`src/rtl/spi_ctrl_core.sv`:
```
// SPI mode-0 bus master with a byte valid/ready interface and CS_n framing; 16*DIV clk per byte, strobe on the last SCK fall.
// in_ready is high only in IDLE and WAIT (never in a strobe cycle); WAIT holds CS_n low indefinitely.
// SPI_CTRL_LSB_FIRST_EN selects LSB-first shifting; the default build shifts MSB first.
module spi_ctrl_core #(
    parameter int DIV      = 2,
    parameter int CS_SETUP = 2,
    parameter int CS_HOLD  = 2,
    parameter int CS_GAP   = 2
) (
    input  logic       clk,
    input  logic       rst_n,
    output logic       spi_sck,
    output logic       spi_mosi,
    input  logic       spi_miso,
    output logic       spi_cs_n,
    input  logic [7:0] in_data,
    input  logic       in_last,
    input  logic       in_valid,
    output logic       in_ready,
    output logic [7:0] out_data,
    output logic       out_stb,
    output logic       busy
);

    typedef enum logic [2:0] {
        S_IDLE, S_SETUP, S_SHIFT, S_WAIT, S_HOLD, S_GAP
    } state_t;

    localparam logic [7:0] DIV_END   = 8'(DIV - 1);
    localparam logic [7:0] SETUP_END = 8'(CS_SETUP);
    localparam logic [7:0] HOLD_END  = 8'(CS_HOLD - 1);
    localparam logic [7:0] GAP_END   = 8'(CS_GAP - 1);

    state_t      state_q, state_d;
    logic [7:0]  cnt_q, cnt_d;
    logic [2:0]  bit_q, bit_d;
    logic [7:0]  tx_q, tx_d;
    logic [7:0]  rx_q, rx_d;
    logic        last_q, last_d;
    logic        sck_q, sck_d;
    logic        cs_n_q, cs_n_d;
    logic [7:0]  out_data_q, out_data_d;
    logic        out_stb_q, out_stb_d;
    logic        init_q, init_d;
    logic        accept;
    logic        tx_bit;
    logic [7:0]  tx_next;
    logic [7:0]  rx_next;

`ifdef SPI_CTRL_LSB_FIRST_EN
    assign tx_bit  = tx_q[0];
    assign tx_next = {1'b0, tx_q[7:1]};
    assign rx_next = {spi_miso, rx_q[7:1]};
`else
    assign tx_bit  = tx_q[7];
    assign tx_next = {tx_q[6:0], 1'b0};
    assign rx_next = {rx_q[6:0], spi_miso};
`endif

    // init_q keeps in_ready low until the first clock after reset release
    assign in_ready = init_q & ((state_q == S_IDLE) | ((state_q == S_WAIT) & ~out_stb_q));
    assign accept   = in_valid & in_ready;
    assign busy     = (state_q != S_IDLE);
    assign spi_sck  = sck_q;
    assign spi_mosi = tx_bit;
    assign spi_cs_n = cs_n_q;
    assign out_data = out_data_q;
    assign out_stb  = out_stb_q;

    always_comb begin
        state_d    = state_q;
        cnt_d      = cnt_q;
        bit_d      = bit_q;
        tx_d       = tx_q;
        rx_d       = rx_q;
        last_d     = last_q;
        sck_d      = sck_q;
        cs_n_d     = cs_n_q;
        out_data_d = out_data_q;
        out_stb_d  = 1'b0;
        init_d     = 1'b1;
        case (state_q)
            S_IDLE: begin
                if (accept) begin
                    tx_d    = in_data;
                    last_d  = in_last;
                    cs_n_d  = 1'b0;
                    cnt_d   = 8'd0;
                    state_d = S_SETUP;
                end
            end
            // CS_n falls one cycle ahead of the CS_SETUP count
            S_SETUP: begin
                if (cnt_q == SETUP_END) begin
                    cnt_d   = 8'd0;
                    bit_d   = 3'd0;
                    state_d = S_SHIFT;
                end else begin
                    cnt_d = cnt_q + 8'd1;
                end
            end
            S_SHIFT: begin
                if (cnt_q == DIV_END) begin
                    cnt_d = 8'd0;
                    if (!sck_q) begin
                        sck_d = 1'b1;
                        rx_d  = rx_next;
                    end else begin
                        sck_d = 1'b0;
                        if (bit_q == 3'd7) begin
                            out_data_d = rx_q;
                            out_stb_d  = 1'b1;
                            state_d    = last_q ? S_HOLD : S_WAIT;
                        end else begin
                            bit_d = bit_q + 3'd1;
                            tx_d  = tx_next;
                        end
                    end
                end else begin
                    cnt_d = cnt_q + 8'd1;
                end
            end
            S_WAIT: begin
                if (accept) begin
                    tx_d    = in_data;
                    last_d  = in_last;
                    cnt_d   = 8'd0;
                    bit_d   = 3'd0;
                    state_d = S_SHIFT;
                end
            end
            S_HOLD: begin
                if (cnt_q == HOLD_END) begin
                    cs_n_d  = 1'b1;
                    cnt_d   = 8'd0;
                    state_d = S_GAP;
                end else begin
                    cnt_d = cnt_q + 8'd1;
                end
            end
            S_GAP: begin
                if (cnt_q == GAP_END) begin
                    cnt_d   = 8'd0;
                    state_d = S_IDLE;
                end else begin
                    cnt_d = cnt_q + 8'd1;
                end
            end
            default: state_d = S_IDLE;
        endcase
    end

    always_ff @(posedge clk or negedge rst_n) begin
        if (!rst_n) begin
            state_q    <= S_IDLE;
            cnt_q      <= 8'd0;
            bit_q      <= 3'd0;
            tx_q       <= 8'd0;
            rx_q       <= 8'd0;
            last_q     <= 1'b0;
            sck_q      <= 1'b0;
            cs_n_q     <= 1'b1;
            out_data_q <= 8'd0;
            out_stb_q  <= 1'b0;
            init_q     <= 1'b0;
        end else begin
            state_q    <= state_d;
            cnt_q      <= cnt_d;
            bit_q      <= bit_d;
            tx_q       <= tx_d;
            rx_q       <= rx_d;
            last_q     <= last_d;
            sck_q      <= sck_d;
            cs_n_q     <= cs_n_d;
            out_data_q <= out_data_d;
            out_stb_q  <= out_stb_d;
            init_q     <= init_d;
        end
    end

endmodule

```
`config.mk`:
```
export PLATFORM = sky130hd
export DESIGN_NAME = spi_ctrl_core
export DESIGN_NICKNAME = d
export VERILOG_FILES = /design/src/rtl/spi_ctrl_core.sv
export SDC_FILE = /design/constraint.sdc
export NUM_CORES = 1
export LEC_CHECK = 0
export BUFFER_PORTS_ARGS = -buffer_cell sky130_fd_sc_hd__buf_2
export CAP_MARGIN = 15
export CORE_ASPECT_RATIO = 1.25
export CORE_MARGIN = 10
export CORE_UTILIZATION = 35
export CTS_CLUSTER_SIZE = 40
export DETAILED_ROUTE_END_ITERATION = 8
export GPL_TIMING_DRIVEN = 0
export PLACE_DENSITY = 0.63
export SKIP_LAST_GASP = 1
export SYNTH_ARGS = -nofsm -noshare
export SYNTH_HDL_FRONTEND = slang
export SYNTH_SLANG_ARGS = --single-unit
export TNS_END_PERCENT = 10
```
`constraint.sdc`:
```
create_clock -name clk -period 4.8 [get_ports clk]
set_input_delay 0.24 -clock clk [delete_from_list [all_inputs] [get_ports clk]]
set_output_delay 0.24 -clock clk [all_outputs]
set_load 0.05 [all_outputs]
```
Word-level counts from Yosys, hierarchy flattened
Index checks and enable logic that the tools add are counted.
{ "op_classes": {"n_addsub": 2, "n_bitwise": 6, "muxes": 33, "reduce_logical": 17, "eq_ne": 18} }
{ "ops": {"columns": ["operator", "count"], "rows": [
  ["$mux 8", 7],
  ["$mux 3", 14],
  ["$pmux 8 s3", 1],
  ["$ne 2x2->1 const B", 9],
  ["$pmux 3 s6", 1],
  ["$pmux 8 s2", 1],
  ["$eq 3x3->1 const B", 3],
  ["$pmux 3 s3", 1],
  ["$reduce_bool 3->1", 3],
  ["$add 8x1->8 const B", 1],
  ["$eq 8x1->1 const B", 1],
  ["$eq 8x2->1 const B", 1],
  ["$reduce_and 8->1", 1],
  ["$mux 1", 7],
  ["$eq 3x2->1 const B", 2],
  ["$reduce_and 2->1", 3],
  ["$reduce_and 3->1", 2],
  ["$reduce_and 6->1", 1],
  ["$reduce_and 5->1", 1],
  ["$reduce_and 4->1", 1],
  ["$reduce_bool 2->1", 2],
  ["$add 3x1->3 const B", 1],
  ["$and 1x1->1", 3],
  ["$eq 3x1->1 const B", 1],
  ["7 further kinds", 8]
]} }
{ "totals": {"output_inout_bits": 14, "input_bits": 13, "ff_bits": 43, "word_cells": 87} }

Depth between registers and ports, before layout
Gate-level depths: netlist of the first run.
{ "logic_depth": {"word_depth": 7, "depth_mapped": 7, "depth_no_buf": 6} }

Worst setup path before layout of the first run
Ideal clock, no wire load.
{ "synth_path": {"path_kind": "register to output", "start": "register state_q[2]", "end": "output in_ready", "stages_incl_launch_ff": 4, "path_buffers": 1, "path_slack_ns": 2.505, "arrival_time_ns": 2.055, "required_ns": 4.560, "path_cell_list": "dfrtp_1 buf_2 or3_1 a21oi_1"} }
{ "synth_between": {"elab_chain_len": 4, "elab_cells_between_ends": 5, "classes_between": "eq/ne: 1; bitwise: 3; reduce/logical: 1"} }
{ "synth_rtl": {"columns": ["item", "line_no", "rtl"], "rows": [
  ["start, declared", "34", "state_t state_q, state_d;"],
  ["start signal, assigned", "167", "state_q <= state_d;"],
  ["$eq 3x2->1", "61", "assign in_ready = init_q & ((state_q == S_IDLE) | ((state_q == S_WAIT) & ~out_stb_q));"],
  ["$and 1x1->1", "61", null],
  ["$or 1x1->1 *", "61", null],
  ["$and 1x1->1 *", "61", null],
  ["end, declared", "19", "output logic in_ready,"]
]} }
Mark *: on every way between the ends. The rest lies on a longest branch, timed or not.

Final worst setup path of the first run
{ "layout_path": {"start": "register cnt_q[1]", "end": "register bit_q[0]"} }
{ "layout_between": {"elab_chain_len": 3, "elab_cells_between_ends": 5, "classes_between": "eq/ne: 4; reduce/logical: 1"} }
{ "layout_rtl": {"columns": ["item", "line_no", "rtl"], "rows": [
  ["start, declared", "35", "logic [7:0] cnt_q, cnt_d;"],
  ["start signal, assigned", "168", "cnt_q <= cnt_d;"],
  ["$eq 8x1->1 / $eq 8x2->1 (equally long branches)", "103, 94", null],
  ["$ne 2x2->1 (no source line)", null, null],
  ["$reduce_and 6->1 (no source line) *", null, null],
  ["end signal, assigned", "169", "bit_q <= bit_d;"],
  ["end, declared", "36", "logic [2:0] bit_q, bit_d;"]
]} }
Marks and branches as above.
A chain may end at the register's enable or synchronous reset.

==> results of run 1 <==
==> cells in the mapped netlist (4+ instances only) <==
library cell and instances:
o21ai_0 6, o32a_1 8, dfrtp_1 42, mux2i_1 4, nand2_1 9, o21a_1 7, clkbuf_1 4, inv_1 9
mux2_2 18, nor2_1 8, ha_1 5, buf_2 4, nand3_1 11
==> flip-flops by register name, summed over array words and instances, names as in the netlist <==
signal	flops
cnt_q	8
out_data	8
rx_q	8
tx_q	8
bit_q	3
state_q	3
init_q	1
last_q	1
out_stb	1
spi_cs_n	1
spi_sck	1
==> cell families after synthesis <==
logic type	after synthesis
AO/OA/AOI/OAI	50
buffers and inverters	18
XOR/XNOR	1
AND/OR/NAND/NOR	51
multiplexers	23
flip-flops	43
adder cells (fa/ha/maj)	5
other	1
==> where the power goes <==
part	leakage (nW)	internal, mW	switching (mW)
combinational	0.526	0.296	0.458
clock	0.0612	0.168	0.125
sequential	0.534	0.499	0.106
total	1.12	0.963	0.689
==> metal layers <==
| layer | global-route usage (%) | wire length, microns | share of wire (%) | vias up |
|---|---|---|---|---|
| li1 | - | - | - | 790 |
| met1 | 12.0 | 2190 | 46 | 804 |
| met2 | 15.8 | 2240 | 47 | 39 |
| met3 | 3.34 | 245 | 5.2 | 4 |
| met4 | 4.71 | 63 | 1.3 | 0 |
| met5 | 0 | 0 | 0 | - |
==> final timing paths <==
kind / startpoint / end / slack [ns]
setup / recovery: cnt_q[1] / bit_q[0] / 2.39
hold / removal: rst_n / cnt_q[0] / 0.09
setup reg to reg: cnt_q[1] / bit_q[0] / 2.39
hold reg to reg: tx_q[4] / tx_q[4] / 0.49
max in group asynchronous: rst_n / init_q / 4.12
min in group clk: spi_miso / rx_q[0] / 0.18
==> cell type report <==
cell class | count | area, sq um
Timing Repair Buffer | 26 | 130
Fill cell | 621 | 3620
Buffer | 9 | 42.5
Clock inverter | 2 | 35.0
Clock buffer | 6 | 82.6
Sequential cell | 43 | 1080
Inverter | 9 | 33.8
Tap cell | 85 | 106
Multi-Input combinational cell | 131 | 1080
==> through the flow <==
stage          utilization (%)  power (mW)  instances
2_1_floorplan                -        1.19        192
3_3_place_gp              39.8        1.35        303
3_5_place_dp              39.8        1.37        303
4_1_cts                   41.7        1.67        311
5_1_grt                   41.7        1.77        311
6_report                  41.7        1.65        311
==> worst max-delay path: stages (launching register included) <==
cell,delay [ns]
dfrtp_1,0.44
inv_1,0.07
ha_1,0.16
nor3b_1,0.70
a41oi_1,0.27
nor4_4,0.31
mux2_4,0.34
==> flow_summary_export.csv, run 1 <==
group,metric,value,unit
clock_network,holdBufCountCts,0,
critical_path,r2r_cells,6,
synthesis,synth_area_leaders,"dfrtp_1 47%, mux2_2 9.1%, o32a_1 3.6%",
synthesis,yosysUniqueCellTypes,53,
synthesis,synthFlopType,"dfrtp_1",
global_routing,grt_util_all_layers,9.95,%
clock_network,cts_setup_buffers,0,
clock_network,clk_pin_slew_worst_paths,0.09,ns
sta,finalHoldViolations,0,
drt,routedWlPerCell,15.3,microns
synthesis,yosysWarnings,0,
sta,fmaxAchievable,415,MHz
drt,ant_nets,0,
sta,rsz0062_at_grt,"false",
clock_network,cts_resized,0,
synthesis,synth-xor-area-share,0.392,%
synthesis,seq_area_frac_synth,48.2,%
floorplan,die-height,109,microns
critical_path,critPathCaptureType,"register",
sta,slew_violations,0,
critical_path,crit_type,"register to register",
synthesis,synth_top_area_share,47.1,%
critical_path,cp_data_required_time,4.98,ns
sta,whs,0.0886,ns
floorplan,fp.coreArea,6210,sq um
cells_and_area,design_area,2590,sq um
cells_and_area,fin_nets,243,
run,cap_violations,0,
drt,wl,4750,microns
sta,relSlewSlack,36.7,%
synthesis,netlist_instances,192,
synthesis,synth_largest_area_cell,"dfrtp_1",
critical_path,critical_path.max_fanout,7,
sta,setup_ws,2.39,ns
global_routing,antenna_found_initial,0,
synthesis,netlist_area,2230,sq um
synthesis,synth_top_family_by_area,"compound AO/OA/AOI/OAI gates",
sta,setup_viol,0,
drt,vias_per_cell,5.26,
cells_and_area,area_growth,15.9,%
floorplan,fp.dieArea,10000,sq um
global_routing,grt_start_max_net_pins,44,
cells_and_area,layout_common_cells,"42 x dfrtp_1, 30 x buf_2, 18 x mux2_2",
critical_path,worstPathArrival,2.59,ns
placement,gp_congestion,0.835,
cells_and_area,num_antenna_cells,0,
global_routing,grt_pass1_wl,8190,microns
floorplan,row_count,32,
synthesis,postSynth.asyncResetShare,100,%
floorplan,top_level_ports,27,
placement,portBuffers,26,
sta,finalCritPeriodShare,50.2,%
clock_network,cts-buffers-inserted,5,
clock_network,insertion_delay,0.30,ns
clock_network,cts_buffer_depth,2,
power,peakVddDrop,0.000253,V
placement,placed_cell_area,2470,sq um
synthesis,synth_edf_count,0,
synthesis,synth-adder-area-share,2.80,%
power,power.density,638,nW/um^2
cells_and_area,drive_gt1_share,31.9,%
critical_path,start_kind,"register",
clock_network,cts_htree_levels,2,
cells_and_area,mostFrequentLayoutCell,"dfrtp_1",
global_routing,grt_overflow_total,0,
clock_network,cts.sinks,43,
drt,dr_total_vias,1637,
drt,drc,0,
sta,final.setup.tns,0,ns
status,status,"complete, no violations",
synthesis,synthMuxAreaShare,11.5,%
synthesis,synth-simple-area-share,15.1,%
clock_network,cts_tree,"built",
synthesis,ys_seq_elements,43,
power,p_leak,1.12,nW
drt,drt-pass1-iter-count,4,
synthesis,synth.avg_cell_area,11.6,sq um
sta,fin_crit,2.41,ns
synthesis,synth-compound-area-share,18.3,%
global_routing,grt_pass1_vias,1687,
placement,place_hpwl,3460,microns
sta,max_slew.worst_pin.slew,0.949,ns
synthesis,syn_nets,210,
placement,dp_slack,2.43,ns
drt,drt_iter0_drc,145,
clock_network,cts_root_buf,"clkbuf_8",
sta,fin_worst_skew,0.0114,ns
floorplan,die_w,91.5,microns
min_path,min_path_type,"input port to async pin",
floorplan,start_util,36.0,%
Note: power is estimated with default switching activity, not from simulation.
==> inputs of run 2 (changes only) <==
Settings changed: ABC_AREA set to 1, PLACE_DENSITY 0.63 to 0.64.
Clock period 4.8 ns to 2 ns, I/O delays scaled along.
==> flow_summary_export.csv, run 2 <==
group,metric,value,unit
synthesis,synth_largest_area_cell,"dfrtp_1",
critical_path,cpLargestDelayFamily,"simple AND/OR/NAND/NOR gates",
run,cap_violations,0,
synthesis,synth-xor-area-share,1.12,%
clock_network,holdBufCountCts,1,
clock_network,cts_setup_buffers,0,
drt,drc,0,
critical_path,path_buf_inv,1,
sta,max_slew.worst_pin.slew,0.952,ns
cells_and_area,fillers,695,
synthesis,netlist_area,2340,sq um
sta,fmaxAchievable,569,MHz
cells_and_area,layout_common_cells,"64 x nand2_1, 42 x dfrtp_1, 28 x buf_2",
synthesis,synthTopCellsByCount,"64 x nand2_1, 42 x dfrtp_1, 24 x inv_1, 19 x o21ai_1",
synthesis,synth_edf_count,0,
synthesis,syn_nets,283,
critical_path,r2r_cells,8,
synthesis,seq_area_frac_synth,46.1,%
clock_network,cts.sinks,43,
synthesis,synth-adder-area-share,2.68,%
synthesis,postSynth.asyncResetShare,100,%
critical_path,critical_path.max_fanout,10,
floorplan,start_util,35.8,%
floorplan,top_level_ports,27,
clock_network,cts_buffer_depth,2,
synthesis,synth_top_family_by_area,"simple AND/OR/NAND/NOR gates",
synthesis,synth-compound-area-share,14.7,%
power,p_sw,329,uW
sta,finalHoldViolations,0,
critical_path,crit_start,"bit_q[0]",
cells_and_area,mostFrequentLayoutCell,"nand2_1",
sta,finalCritPeriodShare,87.9,%
synthesis,netlist_instances,265,
synthesis,synth_area_leaders,"dfrtp_1 45%, nand2_1 10%, o21ai_2 4.1%",
power,power_frac_seq,51.0,%
clock_network,cts-buffers-inserted,5,
power,clock_power_share,47.1,%
drt,drt-pass1-iter-count,4,
critical_path,cp_slowest_cell,"dfrtp_1",
clock_network,insertion_delay,0.30,ns
placement,gp_congestion,0.816,
critical_path,reg2reg_from,"bit_q[0]",
sta,fin_crit,1.76,ns
power,p_comb_share,1.9,%
sta,fin_worst_skew,0.00712,ns
sta,setup_viol,0,
min_path,min_path_type,"input port to register",
synthesis,synth.avg_cell_area,8.82,sq um
global_routing,grt_pass1_wl,8230,microns
cells_and_area,fin_util,41.8,%
power,peakVddDrop,0.000441,V
critical_path,start_kind,"register",
global_routing,grt_overflow_total,0,
sta,slew_violations,0,
global_routing,grt_pass1_vias,1868,
power,power.total,1.71,mW
critical_path,cp_data_required_time,2.19,ns
global_routing,antenna_found_initial,0,
placement,portBuffers,26,
min_path,hold_depth,3,
placement,place_hpwl,3440,microns
global_routing,grt_util_all_layers,9.40,%
floorplan,die_w,93.1,microns
critical_path,crit_type,"register to register",
clock_network,clk_pin_slew_worst_paths,0.08,ns
sta,relSlewSlack,36.5,%
drt,dr_total_vias,1780,
clock_network,cts_root_buf,"clkbuf_8",
drt,ant_nets,0,
clock_network,cts_resized,0,
cells_and_area,drive_gt1_share,27.7,%
cells_and_area,fin_nets,317,
floorplan,fp.coreArea,6520,sq um
synthesis,yosysWarnings,0,
drt,routedWlPerCell,11.8,microns
floorplan,row_count,33,
cells_and_area,num_antenna_cells,0,
synthesis,synthFlopType,"dfrtp_1",
clock_network,cts_htree_levels,2,
power,intPower,1.38,mW
power,sw_frac_of_total,19.3,%
synthesis,synth-simple-area-share,24.9,%
critical_path,crit_path_cell_trace,"ha_1 > ha_1 > or2_1 > nor2_2 > o21ai_4 > buf_6 > nand2_1 > nand2_1",
status,status,"complete, no violations",
critical_path,rrSetupSlack,0.24,ns
drt,drt_iter0_drc,57,
synthesis,ys_seq_elements,43,
sta,rsz0062_at_grt,"false",
critical_path,worstPathArrival,1.95,ns
power,power.density,626,nW/um^2
critical_path,critPathCaptureType,"register",
min_path,hp-start,"spi_miso",
synthesis,synthMuxAreaShare,3.00,%
clock_network,cts_tree,"built",
synthesis,synth_most_common_cell,"nand2_1",
critical_path,worstReg2RegEnd,"tx_q[0]",
drt,vias_per_cell,4.60,
drt,wl,4560,microns
synthesis,synth_top_area_share,44.9,%
global_routing,grt_start_max_net_pins,44,
critical_path,slowest_delay,0.40,ns
sta,final.setup.tns,0,ns
floorplan,fp.dieArea,10400,sq um
min_path,min_to,"rx_q[0]",
synthesis,yosysUniqueCellTypes,35,
floorplan,die-height,111,microns
cells_and_area,area_growth,16.6,%
power,p_leak,1.27,nW
## run 2: through the flow
step | setup WS, ns | hold WS (ns) | cell area, sq um | instances
after floorplan | 0.328 | -0.196 | 2340 | 265
after global placement | 0.282 | 0.312 | 2580 | 378
after detailed placement | 0.253 | 0.310 | 2580 | 378
after CTS | 0.239 | 0.0468 | 2730 | 387
after global routing | 0.0736 | 0.0635 | 2730 | 387
final | 0.241 | 0.0529 | 2730 | 387
## run 2: kinds of logic after synthesis
| kind of cell | after synthesis |
|---|---|
| compound gates | 54 |
| xor+xnor | 3 |
| fa+ha+maj | 5 |
| buf+inv | 34 |
| flops | 43 |
| mux | 7 |
| other cells | 1 |
| simple gates | 118 |
## run 2: worst max path at each step
stage / slack, ns / depth (start not counted) / to
after global placement: 0.28 / 8 / tx_q[2]
after CTS: 0.24 / 8 / tx_q[2]
final: 0.24 / 8 / tx_q[0]
after floorplan: 0.33 / 6 / tx_q[0]
after global routing: 0.07 / 8 / bit_q[0]
after detailed placement: 0.25 / 8 / tx_q[0]
## run 2: worst register-to-register path, delay by kind of cell, from the launching register on
kind            cells  cell delay [ns]
simple gates        4             0.56
buf+inv             1             0.16
flops               1             0.40
compound gates      1             0.10
fa+ha+maj           2             0.42
## run 2: layout make-up
class	instances	area, sq um	area share (%)
multi-input cells	188	1090	40.0
flip-flops and latches	43	1080	39.5
repair buffers	27	140	5.14
inverters	28	113	4.13
well taps	87	109	3.99
clock buffers	5	68.8	2.52
clock inverters	3	67.6	2.48
plain buffers	6	60.1	2.20
## run 2: power by group through the flow
| stage | registers (mW) | clock network, mW | logic (mW) |
|---|---|---|---|
| finish | 0.872 | 0.804 | 0.0325 |
| floorplan | 0.889 | 0 | 0.00217 |
| global route | 0.872 | 0.856 | 0.0375 |
| CTS | 0.872 | 0.821 | 0.0343 |
| global placement | 0.889 | 0 | 0.0326 |
| detailed placement | 0.889 | 0 | 0.0329 |
## run 2: metal layers
| metal | vias up | track usage (%) | routed length (microns) |
|---|---|---|---|
| met5 | - | 0 | 0 |
| met4 | 0 | 3.40 | 54 |
| met3 | 4 | 2.82 | 180 |
| met2 | 25 | 15.5 | 2230 |
| met1 | 823 | 11.2 | 2090 |
| li1 | 928 | - | - |
==> inputs of run 3 (changes only) <==
Settings changed: ABC_AREA 1 to not set.
==> flow_summary_export.csv, run 3 (synthesized netlist as in run 1, its figures left out) <==
group,metric,value,unit
global_routing,grt_start_max_net_pins,44,
critical_path,start_kind,"register",
drt,wl,4810,microns
status,failed_checks,"setup timing",
cells_and_area,stdcell_count,320,
critical_path,worstPathArrival,2.23,ns
critical_path,reg2reg_from,"cnt_q[1]",
drt,drt-met1-wl,2190,microns
drt,routedWlPerCell,15.0,microns
cells_and_area,fillers,614,
clock_network,cts-buffers-inserted,5,
placement,place_hpwl,3450,microns
critical_path,crit_type,"register to register",
run,cap_violations,0,
drt,dr_total_vias,1651,
global_routing,grt_pass1_vias,1671,
cells_and_area,fin_nets,252,
sta,fin_worst_skew,0.00361,ns
cells_and_area,num_antenna_cells,0,
floorplan,die-height,109,microns
drt,wl_met3,216,microns
critical_path,crit_path_cell_trace,"inv_2 > ha_4 > or3b_4 > nor3_4 > and3_1 > buf_6 > mux2_2",
placement,portBuffers,26,
min_path,min_path_type,"input port to register",
critical_path,crit_start,"cnt_q[1]",
min_path,hold_depth,2,
global_routing,grt_overflow_total,0,
power,p_leak,1.18,nW
sta,finalCritPeriodShare,102,%
sta,fmaxAchievable,489,MHz
power,peakVddDrop,0.000754,V
global_routing,grt_pass1_wl,8250,microns
status,status,"finished with violations",
critical_path,critPathCaptureType,"register",
drt,drc,0,
drt,ant_nets,0,
floorplan,fp.dieArea,10000,sq um
clock_network,cts_root_buf,"clkbuf_8",
floorplan,row_count,32,
critical_path,critical_path.max_fanout,8,
power,power.total,4.18,mW
sta,rsz0062_at_grt,"true",
drt,vias_per_cell,5.16,
clock_network,cts.sinks,43,
clock_network,cts_htree_levels,2,
drt,wl_met2,2320,microns
cells_and_area,mostFrequentLayoutCell,"dfrtp_1",
critical_path,cp_data_required_time,2.19,ns
critical_path,slowest_delay,0.44,ns
floorplan,fp.coreArea,6210,sq um
clock_network,insertion_delay,0.30,ns
critical_path,cp_slowest_cell,"dfrtp_1",
sta,max_slew.worst_pin.slew,0.934,ns
floorplan,top_level_ports,27,
drt,route.top_layer_used,"met4",
sta,setup_ws,-0.0436,ns
clock_network,clk_pin_slew_worst_paths,0.08,ns
sta,setup_viol,8,
placement,dp.cells,303,
drt,drt_iter0_drc,105,
drt,drt-pass1-iter-count,4,
min_path,hp-start,"in_last",
global_routing,grt_util_all_layers,10.0,%
sta,slew_violations,0,
clock_network,cts_tree,"built",
cells_and_area,layout_common_cells,"40 x dfrtp_1, 28 x buf_2, 18 x mux2_2",
global_routing,antenna_found_initial,0,
sta,relSlewSlack,37.8,%
floorplan,die_w,91.5,microns
clock_network,cts_buffer_depth,2,
sta,fin_crit,2.04,ns
cells_and_area,drive_gt1_share,37.9,%
sta,finalHoldViolations,0,
floorplan,start_util,36.0,%
power,power.density,1530,nW/um^2
critical_path,r2r_cells,7,
cells_and_area,area_growth,21.9,%
placement,gp_congestion,0.829,
## run 3: cell count changes in the layout (fill, tap and decap cells not counted), moves of 8 or more
cell / before / now
mux2_2: 0 / 18
nand2_1: 64 / 9
buf_4: 0 / 8
inv_1: 24 / 8
o32a_1: 0 / 8
o21ai_2: 11 / 1
a21oi_1: 11 / 1
o21ai_1: 19 / 0
nand2_2: 11 / 0
## run 3: power breakdown
part,internal [mW],total (mW),switching [mW]
clock network,0.372,0.683,0.311
registers,1.20,1.47,0.266
logic,0.874,2.03,1.16
total,2.44,4.18,1.73
## run 3: path summary, 6_finish.rpt
path / end / slack [ns]
min reg2reg: tx_q[6] / 0.50
min: last_q / 0.03
max in group asynchronous: cnt_q[5] / 0.90
max: out_data[7] / -0.04
max reg2reg: out_data[7] / -0.04
min in group asynchronous: tx_q[4] / 0.47
## run 3: per-layer routing
metal  GRT usage [%]  vias up
met5               0        -
met4            3.70        0
met3            3.14        7
met2            16.1       29
met1            12.4      802
li1                -      813
## run 3: final cells by class
cell class                 instances  area, sq um  area share [%]
timing repair buffer              35          203            7.44
inverter                           9         33.8            1.24
clock buffer                       5         68.8            2.53
buffer                             9         51.3            1.88
multi-input combinational        131         1140            41.7
sequential                        43         1080            39.7
clock inverter                     3         43.8            1.61
tap                               85          106            3.91
## run 3: stage by stage
| stage | instance area, sq um | setup WS, ns | hold WS [ns] | utilization [%] | setup TNS, ns |
|---|---|---|---|---|---|
| after floorplan | 2240 | -0.0921 | -0.196 | - | -0.477 |
| after global placement | 2470 | -0.312 | 0.313 | 39.9 | -5.85 |
| after detailed placement | 2470 | -0.361 | 0.319 | 39.9 | -6.96 |
| after CTS | 2670 | -0.132 | 0.0251 | 42.9 | -1.06 |
| after global routing | 2720 | -0.123 | 0.0131 | 43.9 | -1.99 |
| final | 2720 | -0.0436 | 0.0265 | 43.9 | -0.308 |
## run 3: what timing repair did
item                                   4_1_cts  5_1_grt
setup buffers                                4        4
hold buffers                                 1        0
gates resized for setup                      8       11
endpoints found under the hold margin       42        0
cloned                                       0        0
setup endpoints to repair                   38       37
pin swaps                                    2        2
## run 3: critical path: cells and delay by family (launching register included)
| kind | cells | cell delay, ns |
|---|---|---|
| adders and majority gates | 1 | 0.13 |
| buffers and inverters | 2 | 0.22 |
| DFF | 1 | 0.44 |
| muxes | 1 | 0.33 |
| and+or+nand+nor | 3 | 0.81 |
